--- config.mk ---
export PLATFORM = sky130hd
export DESIGN_NAME = fade_gen
export DESIGN_NICKNAME = d
export VERILOG_FILES = /design/src/rtl/fade_pkg.sv /design/src/rtl/fade_gen_tick_gen.sv /design/src/rtl/fade_gen.sv
export SDC_FILE = /design/constraint.sdc
export NUM_CORES = 1
export LEC_CHECK = 0
export ABC_AREA = 0
export CELL_PAD_IN_SITES_DETAIL_PLACEMENT = 2
export CELL_PAD_IN_SITES_GLOBAL_PLACEMENT = 2
export CORE_MARGIN = 2
export CORE_UTILIZATION = 31
export CTS_CLUSTER_DIAMETER = 200
export DETAILED_ROUTE_END_ITERATION = 16
export PLACE_DENSITY = 0.72
export SYNTH_ARGS = -nofsm -noshare
export SYNTH_HDL_FRONTEND = slang
export SYNTH_SLANG_ARGS = --single-unit
--- constraint.sdc ---
create_clock -name clk -period 2.3 [get_ports clk]
set_clock_uncertainty 0.2 [all_clocks]
set_input_delay 0.23 -clock clk [delete_from_list [all_inputs] [get_ports clk]]
set_output_delay 0.23 -clock clk [all_outputs]
set_load 0.02 [all_outputs]
--- src/rtl/fade_pkg.sv ---
// Shared types and helpers for the hue-wheel brightness sequencer.
// Latency: none (types and pure functions only).
// Backpressure: not applicable.
package fade_pkg;

    typedef enum logic [2:0] {
        HIGH_A    = 3'd0,
        RAMP_DOWN = 3'd1,
        LOW_A     = 3'd2,
        LOW_B     = 3'd3,
        RAMP_UP   = 3'd4,
        HIGH_B    = 3'd5
    } phase_t;

    // Level a channel holds on entering a phase; ramps snap to these endpoints.
    function automatic int unsigned entry_level(phase_t p, int unsigned full);
        case (p)
            HIGH_A, RAMP_DOWN, HIGH_B: return full;
            default:                   return 0;
        endcase
    endfunction

    function automatic phase_t next_phase(phase_t p);
        case (p)
            HIGH_A:    return RAMP_DOWN;
            RAMP_DOWN: return LOW_A;
            LOW_A:     return LOW_B;
            LOW_B:     return RAMP_UP;
            RAMP_UP:   return HIGH_B;
            default:   return HIGH_A;
        endcase
    endfunction

endpackage

--- src/rtl/fade_gen_tick_gen.sv ---
// Free-running prescaler producing one step_tick every INTERVAL clocks.
// Latency: step_tick is combinational from the registered count.
// Backpressure: run=0 freezes the count and suppresses step_tick.
module tick_gen #(
    parameter int unsigned INTERVAL = 10000
) (
    input  logic clk,
    input  logic reset,
    input  logic run,
    output logic step_tick
);
    import fade_pkg::*;

    localparam int unsigned CW = (INTERVAL > 1) ? $clog2(INTERVAL) : 1;
    localparam logic [CW-1:0] LAST = CW'(INTERVAL - 1);

    logic [CW-1:0] count;

    always_ff @(posedge clk) begin
        if (reset) begin
            count <= '0;
        end else if (run) begin
            if (count == LAST) begin
                count <= '0;
            end else begin
                count <= count + 1'b1;
            end
        end
    end

    assign step_tick = run && (count == LAST);

endmodule

--- src/rtl/fade_gen.sv ---
// Per-channel hue-wheel brightness sequencer feeding a PWM stage.
// Latency: pwm_value/phase update on the edge sampling step_tick; phase_tick follows that edge.
// Backpressure: run=0 freezes all state and forces phase_tick low.
module fade_gen #(
    parameter int unsigned PWM_INTERVAL     = 1200,
    parameter int unsigned INC_DEC_INTERVAL = 10000,
    parameter int unsigned INC_DEC_MAX      = 200,
    parameter int unsigned INC_DEC_VAL      = 6,
    parameter int unsigned START_PHASE      = 0
) (
    input  logic                            clk,
    input  logic                            reset,
    input  logic                            run,
    output logic [$clog2(PWM_INTERVAL)-1:0] pwm_value,
    output logic [2:0]                      phase,
    output logic                            phase_tick
);
    import fade_pkg::*;

    localparam int unsigned W  = $clog2(PWM_INTERVAL);
    localparam int unsigned SW = (INC_DEC_MAX > 1) ? $clog2(INC_DEC_MAX) : 1;

    localparam logic [W-1:0]  FULL      = W'(PWM_INTERVAL - 1);
    localparam logic [W:0]    STEP_G    = (W+1)'(INC_DEC_VAL);
    localparam logic [W-1:0]  STEP_N    = W'(INC_DEC_VAL);
    localparam logic [SW-1:0] STEP_LAST = SW'(INC_DEC_MAX - 1);
    localparam phase_t        START     = phase_t'(3'(START_PHASE));
    localparam logic [W-1:0]  START_LVL = W'(entry_level(START, PWM_INTERVAL - 1));

    logic          step_tick;
    phase_t        phase_q, phase_d, phase_nxt;
    logic [W-1:0]  pwm_q, pwm_d;
    logic [SW-1:0] step_q, step_d;
    logic          tick_q, tick_d;
    logic [W:0]    ramp_sum;
    logic [W-1:0]  ramp_up_lvl, ramp_dn_lvl;

    tick_gen #(
        .INTERVAL (INC_DEC_INTERVAL)
    ) u_tick_gen (
        .clk       (clk),
        .reset     (reset),
        .run       (run),
        .step_tick (step_tick)
    );

    // Guard bit keeps the upward ramp from wrapping past FULL before the clamp.
    assign ramp_sum    = {1'b0, pwm_q} + STEP_G;
    assign ramp_up_lvl = (ramp_sum > {1'b0, FULL}) ? FULL : ramp_sum[W-1:0];
    assign ramp_dn_lvl = ({1'b0, pwm_q} < STEP_G) ? '0 : (pwm_q - STEP_N);
    assign phase_nxt   = next_phase(phase_q);

    always_ff @(posedge clk) begin
        if (reset) begin
            phase_q <= START;
            pwm_q   <= START_LVL;
            step_q  <= '0;
            tick_q  <= 1'b0;
        end else begin
            phase_q <= phase_d;
            pwm_q   <= pwm_d;
            step_q  <= step_d;
            tick_q  <= tick_d;
        end
    end

    always_comb begin
        phase_d = phase_q;
        pwm_d   = pwm_q;
        step_d  = step_q;
        tick_d  = 1'b0;
        if (step_tick) begin
            if (step_q == STEP_LAST) begin
                step_d  = '0;
                phase_d = phase_nxt;
                pwm_d   = W'(entry_level(phase_nxt, PWM_INTERVAL - 1));
                tick_d  = 1'b1;
            end else begin
                step_d = step_q + 1'b1;
                case (phase_q)
                    RAMP_UP:   pwm_d = ramp_up_lvl;
                    RAMP_DOWN: pwm_d = ramp_dn_lvl;
                    default:   pwm_d = pwm_q;
                endcase
            end
        end
    end

    assign pwm_value  = pwm_q;
    assign phase      = phase_q;
    assign phase_tick = tick_q;

endmodule

* Word level (Yosys, flattened, before mapping) *
Index checks and enable logic that the tools add are counted.

word-level totals
  register bits after elaboration = 37
  bits in latches = 0
  bits in writable memories = 0
  ROM bits = 0
  bits of input ports = 3
  output and inout bits = 15
  logic and storage cells = 37
  memories kept = 0

cells by class
  add/sub/neg operators = 4
  multipliers = 0
  div/mod/pow operators = 0
  order comparisons = 2
  eq/ne operators = 8
  shift operators = 0
  mux-type cells = 9
  bitwise operators = 1
  reduce and logical (&&, ||, !) cells = 8

operators with widths
  kind                     number
  $mux W11                 4
  $pmux W11 S2             1
  $pmux W3 S5              1
  $add A14 B1 Y14 const B  1
  $eq A14 B14 Y1 const B   1
  $mux W14                 1
  $add A11 B3 Y12 const B  1
  $gt A12 B11 Y1 const B   1
  $lt A11 B3 Y1 const B    1
  $sub A11 B3 Y11 const B  1
  $add A8 B1 Y8 const B    1
  $eq A8 B8 Y1 const B     1
  $mux W8                  1
  $eq A3 B1 Y1 const B     2
  $eq A3 B2 Y1 const B     2
  $eq A3 B3 Y1 const B     2
  $logic_not A3 Y1         2
  $reduce_and A2 Y1        2
  $reduce_bool A3 Y1       1
  $reduce_or A3 Y1         1
  $reduce_or A2 Y1         1
  $logic_and A1 B1 Y1      1
  $mux W1                  1
  $not A1 Y1               1

* Depth between registers and ports, before layout *
Gate-level depths: netlist of run 1.

  word-level depth = 6
  gate-level depth with buffers = 11
  gate-level depth less buffers = 8

* Cells and area by module *
From an unflattened synthesis of run 1, not the netlist that was laid out.

unflattened totals
  cell total of the unflattened synthesis = 287
  area total of the unflattened synthesis = 2429.8 um2

modules (own cells, without submodules)
  module    times used  cells an instance  area each (um2)  sequential area each (um2)
  fade_gen  1           211                1722.9           460.4
  tick_gen  1           76                 706.9            280.3

* Worst setup path after synthesis of run 1 *
Ideal clock, no wire load.

  path kind = register -> register
  from = register pwm_q[2], in the netlist pwm_value[2]
  to = register pwm_q[3], in the netlist pwm_value[3]
  setup time = 131 ps
  data arrival time = 2246 ps
  required time = 1969 ps
  setup slack = -277 ps
  stages on the path, launching flop included = 12
  path through = dfxtp_1 > buf_2 > inv_1 > ha_1 > clkbuf_1 > nand4b_1 > mux2i_1 > a41oi_1 > or2_1 > buf_4 > a211oi_1 > o21ai_1

between the ends
  longest elaborated chain between the ends = 5

ends and longest elaborated chain
  item                      line            source
  start: declaration        fade_gen.sv:32  logic [W-1:0] pwm_q, pwm_d;
  start signal: assignment  fade_gen.sv:61  pwm_q <= pwm_d;
  $add A11 B3 Y12           fade_gen.sv:48  assign ramp_sum = {1'b0, pwm_q} + STEP_G;
  $gt A12 B11 Y1            fade_gen.sv:49  assign ramp_up_lvl = (ramp_sum > {1'b0, FULL}) ? FULL : ramp_sum[W-1:0];
  $mux W11                  fade_gen.sv:49
  $pmux W11 S2 *            fade_gen.sv:80  case (phase_q)
  $mux W11 *                fade_gen.sv:73  if (step_q == STEP_LAST) begin

Every way passes the cells marked *; elsewhere a longest branch is shown, timed or not.
A chain may end at the register's enable or synchronous reset.

* Worst setup path in the final report of run 1 *
  from = register pwm_q[2], in the netlist pwm_value[2]
  to = register pwm_q[8], in the netlist pwm_value[8]

The elaborated chain is that of the path after synthesis.

==> impl_metrics.toml, run 1 <==
[pwr]
p_switching_mw = 0.260
p_int_mw = 0.902
swShare = 0.224
powerDensity_nw_per_um2 = 362
power.total_mw = 1.16
pwr-share-clk = 0.414
power.share.combinational = 0.031
p_seq_frac = 0.556
irDropWorstVdd_uv = 304
p_leak_nw = 1.10

[sta]
rsz0062_at_grt = "yes"
period_minus_slack_ns = 2.25
finalSetupViolCount = 0
tightest_slew_ns = 0.499
finalHoldViolCount = 0
drv_slew = 0
max_freq_mhz = 444
max_slew_margin = 0.667
setup_ws_ns = 0.0479
finalCritPeriodShare = 0.979

[synthesis]
synth_cells = 323
ys_types = 57
synth_seq_area_share = 0.298
syn-mean-instance-area_um2 = 7.70
syn_area_um2 = 2490
ys_ff_latch = 37
synth_edf_count = 0
postSynth.asyncResetShare = 0
syn-num-nets = 330
ys.flop_type = "dfxtp_1"
yosysWarnings = 0

[clock_network]
cts_buffers = 5
clock_sinks = 37
clock_latency_ns = 0.29
cts-root-buf = "clkbuf_8"
cts_tree = "built"
h-tree-depth = 2
clk_pin_slew_ns = 0.08
cts.path.max_buffers = 2

[finish]
final_common_cell = "buf_4"
num_antenna_cells = 0
drive_gt1_frac = 0.235
final_nets = 372
final_cell_mix = "42 x buf_4, 41 x nor2_1, 32 x dfxtp_1"
design_area_um2 = 3210
area_growth_pct = 29.1

[placed_design]
routabilityCongestion = 0.824
hpwl_um = 6490
io_buffer_count = 17
place_area_um2 = 3000
dpl_worst_slack_ns = -0.0282

[floorplan]
fp.dieH_um = 93.6
coreArea_um2 = 7770
pin_count = 18
die_w_um = 93.6
num_rows = 32
initial_core_util = 0.320
die-area_um2 = 8760

[min_path]
hold_path_class = "reg2reg"

[global_route]
antenna_found_initial = 0
grt_pass1_vias = 2800
grt_max_degree = 14
grt.overflow.total = 0
grt_usage = 0.210
grt_pass1_wl_um = 14400

[drt]
ant_nets = 0
drt-initial-drc-count = 80
drc = 0
wl_per_cell_um = 18.3
first_pass_iters = 4
vias = 2571
vias_per_cell = 5.49
drt-total-wl_um = 8570

[worst_setup_path]
critical_path_required_ns = 2.28
worstSetupEndpointType = "flip-flop"
cp_top_family = "compound AO/OA/AOI/OAI gates"
arrival_ns = 2.23
path_cells = "inv_4 -> ha_4 -> or3b_1 -> a211o_1 -> a32oi_2 -> nor2_1 -> o2111ai_1 -> a21oi_1"
max_stage_delay_ns = 0.37
critPathMaxFanout = 5
critPathSlowestCell = "dfxtp_4"
critPathBufInv = 1
critPathLaunchType = "flip-flop"
worstSetupPathType = "reg2reg"

[outcome]
status = "finished, final reports clean"

[job]
drv_cap = 0
==> power groups by stage <==
stage                     logic [mW]  registers [mW]  clock network [mW]
after global routing          0.0401           0.647               0.524
final                         0.0357           0.646               0.481
after detailed placement      0.0362           0.661                   0
after global placement        0.0348           0.660                   0
after CTS                     0.0365           0.645               0.503
after floorplan               0.0197           0.660                   0
==> Yosys cell counts (3+ instances only) <==
| master | n | area share |
|---|---|---|
| a21oi_1 | 20 | 0.040 |
| buf_2 | 8 | 0.016 |
| o21ai_0 | 13 | 0.026 |
| or2_2 | 3 | 0.0075 |
| nor4_1 | 3 | 0.0075 |
| xnor2_1 | 8 | 0.028 |
| nor2_1 | 42 | 0.063 |
| nor3_1 | 14 | 0.028 |
| a211oi_1 | 4 | 0.012 |
| mux2i_1 | 4 | 0.016 |
| a31oi_1 | 5 | 0.013 |
| o21a_1 | 3 | 0.0091 |
| o211ai_1 | 6 | 0.018 |
| xor2_1 | 13 | 0.046 |
| dfxtp_1 | 37 | 0.30 |
| clkbuf_1 | 12 | 0.018 |
| nand3_1 | 13 | 0.026 |
| o21ai_1 | 6 | 0.012 |
| nand2_1 | 24 | 0.036 |
| or3_1 | 7 | 0.018 |
| ha_1 | 4 | 0.020 |
| nand2b_1 | 6 | 0.015 |
| nand4_1 | 11 | 0.028 |
| a211o_1 | 3 | 0.011 |
| inv_1 | 8 | 0.012 |
| buf_6 | 3 | 0.014 |
==> cells by family after synthesis <==
group,Yosys count,synth area share
fa+ha+maj,4,0.0201
mux,4,0.0161
flops,37,0.298
xor+xnor,21,0.0739
buf+inv,34,0.0674
simple gates,145,0.316
compound gates,78,0.209
==> metrics by stage <==
stage                     utilization  TNS [ns]  std cells  hold slack [ns]
after CTS                       0.399         0        464            0.291
after global placement          0.386         0        456            0.264
after global routing            0.413    -0.234        468            0.309
final                           0.413         0        468            0.288
after floorplan                     -         0        323            0.222
after detailed placement        0.386   -0.0489        456            0.282
==> tightest hold or removal path, delay by kind of cell, from the launching register on <==
kind / cells / cell delay [ns]
and+or+nand+nor: 1 / 0.06
AOI/OAI and AO/OA: 1 / 0.05
DFF: 1 / 0.33
==> metal layers <==
| metal | vias to the layer above | part of all wire | track usage | wire length, um |
|---|---|---|---|---|
| met2 | 28 | 0.53 | 0.392 | 4530 |
| li1 | 1255 | - | - | - |
| met1 | 1273 | 0.43 | 0.246 | 3720 |
| met3 | 15 | 0.021 | 0.0266 | 177 |
| met4 | 0 | 0.017 | 0.0737 | 148 |
| met5 | - | 0 | 0 | 0 |
==> what timing repair did <==
action | in CTS | in global routing
buffers inserted | 0 | 4
hold buffers | 0 | 0
pin swaps | 0 | 4
gates resized for setup | 4 | 17
setup endpoints to repair | 8 | 14
==> area by class of cell <==
cell class              count  area (um2)
fillers                   903        4560
multi-input cells         252        1690
flip-flops and latches     37         752
repair buffers             61         517
well taps                 102         128
clock buffers               8        90.1
inverters                   8        32.5
==> path summary, 6_finish.rpt <==
check	slack [ns]	to	cells past startpoint	from
worst max-delay path	0.05	pwm_value[8]	8	pwm_value[2]
worst min-delay path	0.29	step_q[1]	2	step_q[1]
worst max register to register	0.05	pwm_value[8]	8	pwm_value[2]
worst min register to register	0.29	step_q[1]	2	step_q[1]
==> flip-flops by register name, summed over array words and instances, names as in the netlist <==
signal,flops
u_tick_gen.count,14
phase_tick,1
pwm_value,11
step_q,8
phase,3
(Power assumes the default switching activity.)
==> inputs of run 2 (changes only) <==
--- a/config.mk
+++ b/config.mk
@@ -12,7 +12,8 @@
 export CORE_UTILIZATION = 31
 export CTS_CLUSTER_DIAMETER = 200
 export DETAILED_ROUTE_END_ITERATION = 16
-export PLACE_DENSITY = 0.72
+export GPL_ROUTABILITY_DRIVEN = 0
+export PLACE_DENSITY = 0.8
 export SYNTH_ARGS = -nofsm -noshare
 export SYNTH_HDL_FRONTEND = slang
 export SYNTH_SLANG_ARGS = --single-unit
==> run 2 against run 1 <==
  * Design area rose by 1.1%
  * Via count up 2.8%
  * Flip-flop and latch count stayed put
  * Clock power is essentially flat
  * Clock-buffer cell count down 2
  * Register-to-register slack better by 0.02 ns
  * First-iteration DRC count fell by 8.8%
  * Setup slack better by 0.020 ns
  * Largest cell class unchanged
  * Highest routed layer unchanged
==> impl_metrics.toml, run 2 (synthesis results as in run 1) <==
[sta]
whs_ns = 0.323
setup_ws_ns = 0.0683
period_minus_slack_ns = 2.23
finalSetupViolCount = 0
setup_tns_ns = 0
drv_slew = 0
tightest_slew_ns = 0.501
max_slew_margin = 0.665
finalHoldViolCount = 0
max_freq_mhz = 448
finalCritPeriodShare = 0.970

[drt]
drt-initial-drc-count = 73
wl_per_cell_um = 19.0
vias_per_cell = 5.55
ant_nets = 0
drt-total-wl_um = 9040
drc = 0
first_pass_iters = 4
vias = 2643

[global_route]
grt_usage = 0.208
grt.overflow.total = 0
grt_max_degree = 14
antenna_found_initial = 0
grt_pass1_vias = 2753
grt_pass1_wl_um = 14300

[placed_design]
io_buffer_count = 17
place_area_um2 = 3020
hpwl_um = 6730
dpl_worst_slack_ns = -0.113
dp.cells = 461

[clock_network]
clock_sinks = 37
h-tree-depth = 2
cts_buffers = 5
ctsHoldBuffers = 0
cts-root-buf = "clkbuf_8"
cts_tree = "built"
cts.path.max_buffers = 2
clk_pin_slew_ns = 0.08
clock_latency_ns = 0.31

[floorplan]
num_rows = 32
pin_count = 18
fp.dieH_um = 93.6
initial_core_util = 0.320
die_w_um = 93.6
coreArea_um2 = 7770
die-area_um2 = 8760

[finish]
final_nets = 380
num_antenna_cells = 0
final_common_cell = "buf_4"
largest_reg_flops = 14
regMostFlops = "u_tick_gen.count"
design_area_um2 = 3250
final_cell_mix = "52 x buf_4, 41 x nor2_1, 31 x dfxtp_1"
finalNonFillerCells = 476
drive_gt1_frac = 0.262
fillers = 901
area_growth_pct = 30.6
utilization = 0.418

[pwr]
power.total_mw = 1.16
powerDensity_nw_per_um2 = 356
p_leak_nw = 1.14
irDropWorstVdd_uv = 268

[outcome]
status = "finished, final reports clean"

[worst_setup_path]
critPathMaxFanout = 8
worstSetupPathType = "reg2reg"
critPathLaunchType = "flip-flop"
worstSetupEndpointType = "flip-flop"
critical_path_required_ns = 2.33
arrival_ns = 2.26

[min_path]
hold_path_class = "reg2reg"

[job]
drv_cap = 0
## run 2: per-layer routing
layer / track usage / wire length [um] / up-vias
li1: - / - / 1264
met1: 0.264 / 4020 / 1337
met2: 0.377 / 4660 / 33
met3: 0.0258 / 283 / 9
met4: 0.0399 / 80 / 0
met5: 0 / 0 / -
## run 2: cell type report
class	instances	area, um2	share of cell area
clock inverters	2	10.0	0.00308
repair buffers	69	561	0.173
flip-flops and latches	37	756	0.233
well taps	102	128	0.0393
clock buffers	6	72.6	0.0223
multi-input cells	252	1690	0.520
inverters	8	32.5	0.0100
## run 2: worst paths after layout
path / startpoint / to / slack [ns] / cells past startpoint
min reg2reg: step_q[1] / step_q[1] / 0.32 / 2
max reg2reg: pwm_value[1] / pwm_value[0] / 0.07 / 8
max: pwm_value[1] / pwm_value[0] / 0.07 / 8
min: step_q[1] / step_q[1] / 0.32 / 2
## run 2: where the power goes
group          switching (mW)  leakage, nW  internal (mW)
Clock                   0.268       0.0450          0.211
Combinational          0.0199        0.799         0.0145
Sequential            0.00416        0.301          0.640
Total                   0.292         1.14          0.865
## run 2: repair_timing
action	CTS	global route
pin swaps	0	4
setup endpoints to repair	2	12
gates resized for setup	2	21
setup buffers	0	7
## run 2: worst max-delay path, cell delays in order (launching register included)
cell and delay [ns]:
dfxtp_4 0.38, inv_2 0.05, ha_4 0.18, or3b_1 0.35, a211o_1 0.27, a32oi_2 0.27
or2_4 0.21, a21oi_1 0.07, o211ai_1 0.16
==> inputs of run 3 (changes only) <==
--- a/config.mk
+++ b/config.mk
@@ -10,7 +10,6 @@
 export CELL_PAD_IN_SITES_GLOBAL_PLACEMENT = 2
 export CORE_MARGIN = 2
 export CORE_UTILIZATION = 31
-export CTS_CLUSTER_DIAMETER = 200
 export DETAILED_ROUTE_END_ITERATION = 16
 export GPL_ROUTABILITY_DRIVEN = 0
 export PLACE_DENSITY = 0.8
==> results of run 3 <==
No change in the layout: final DEF, timing and power equal those of run 2.
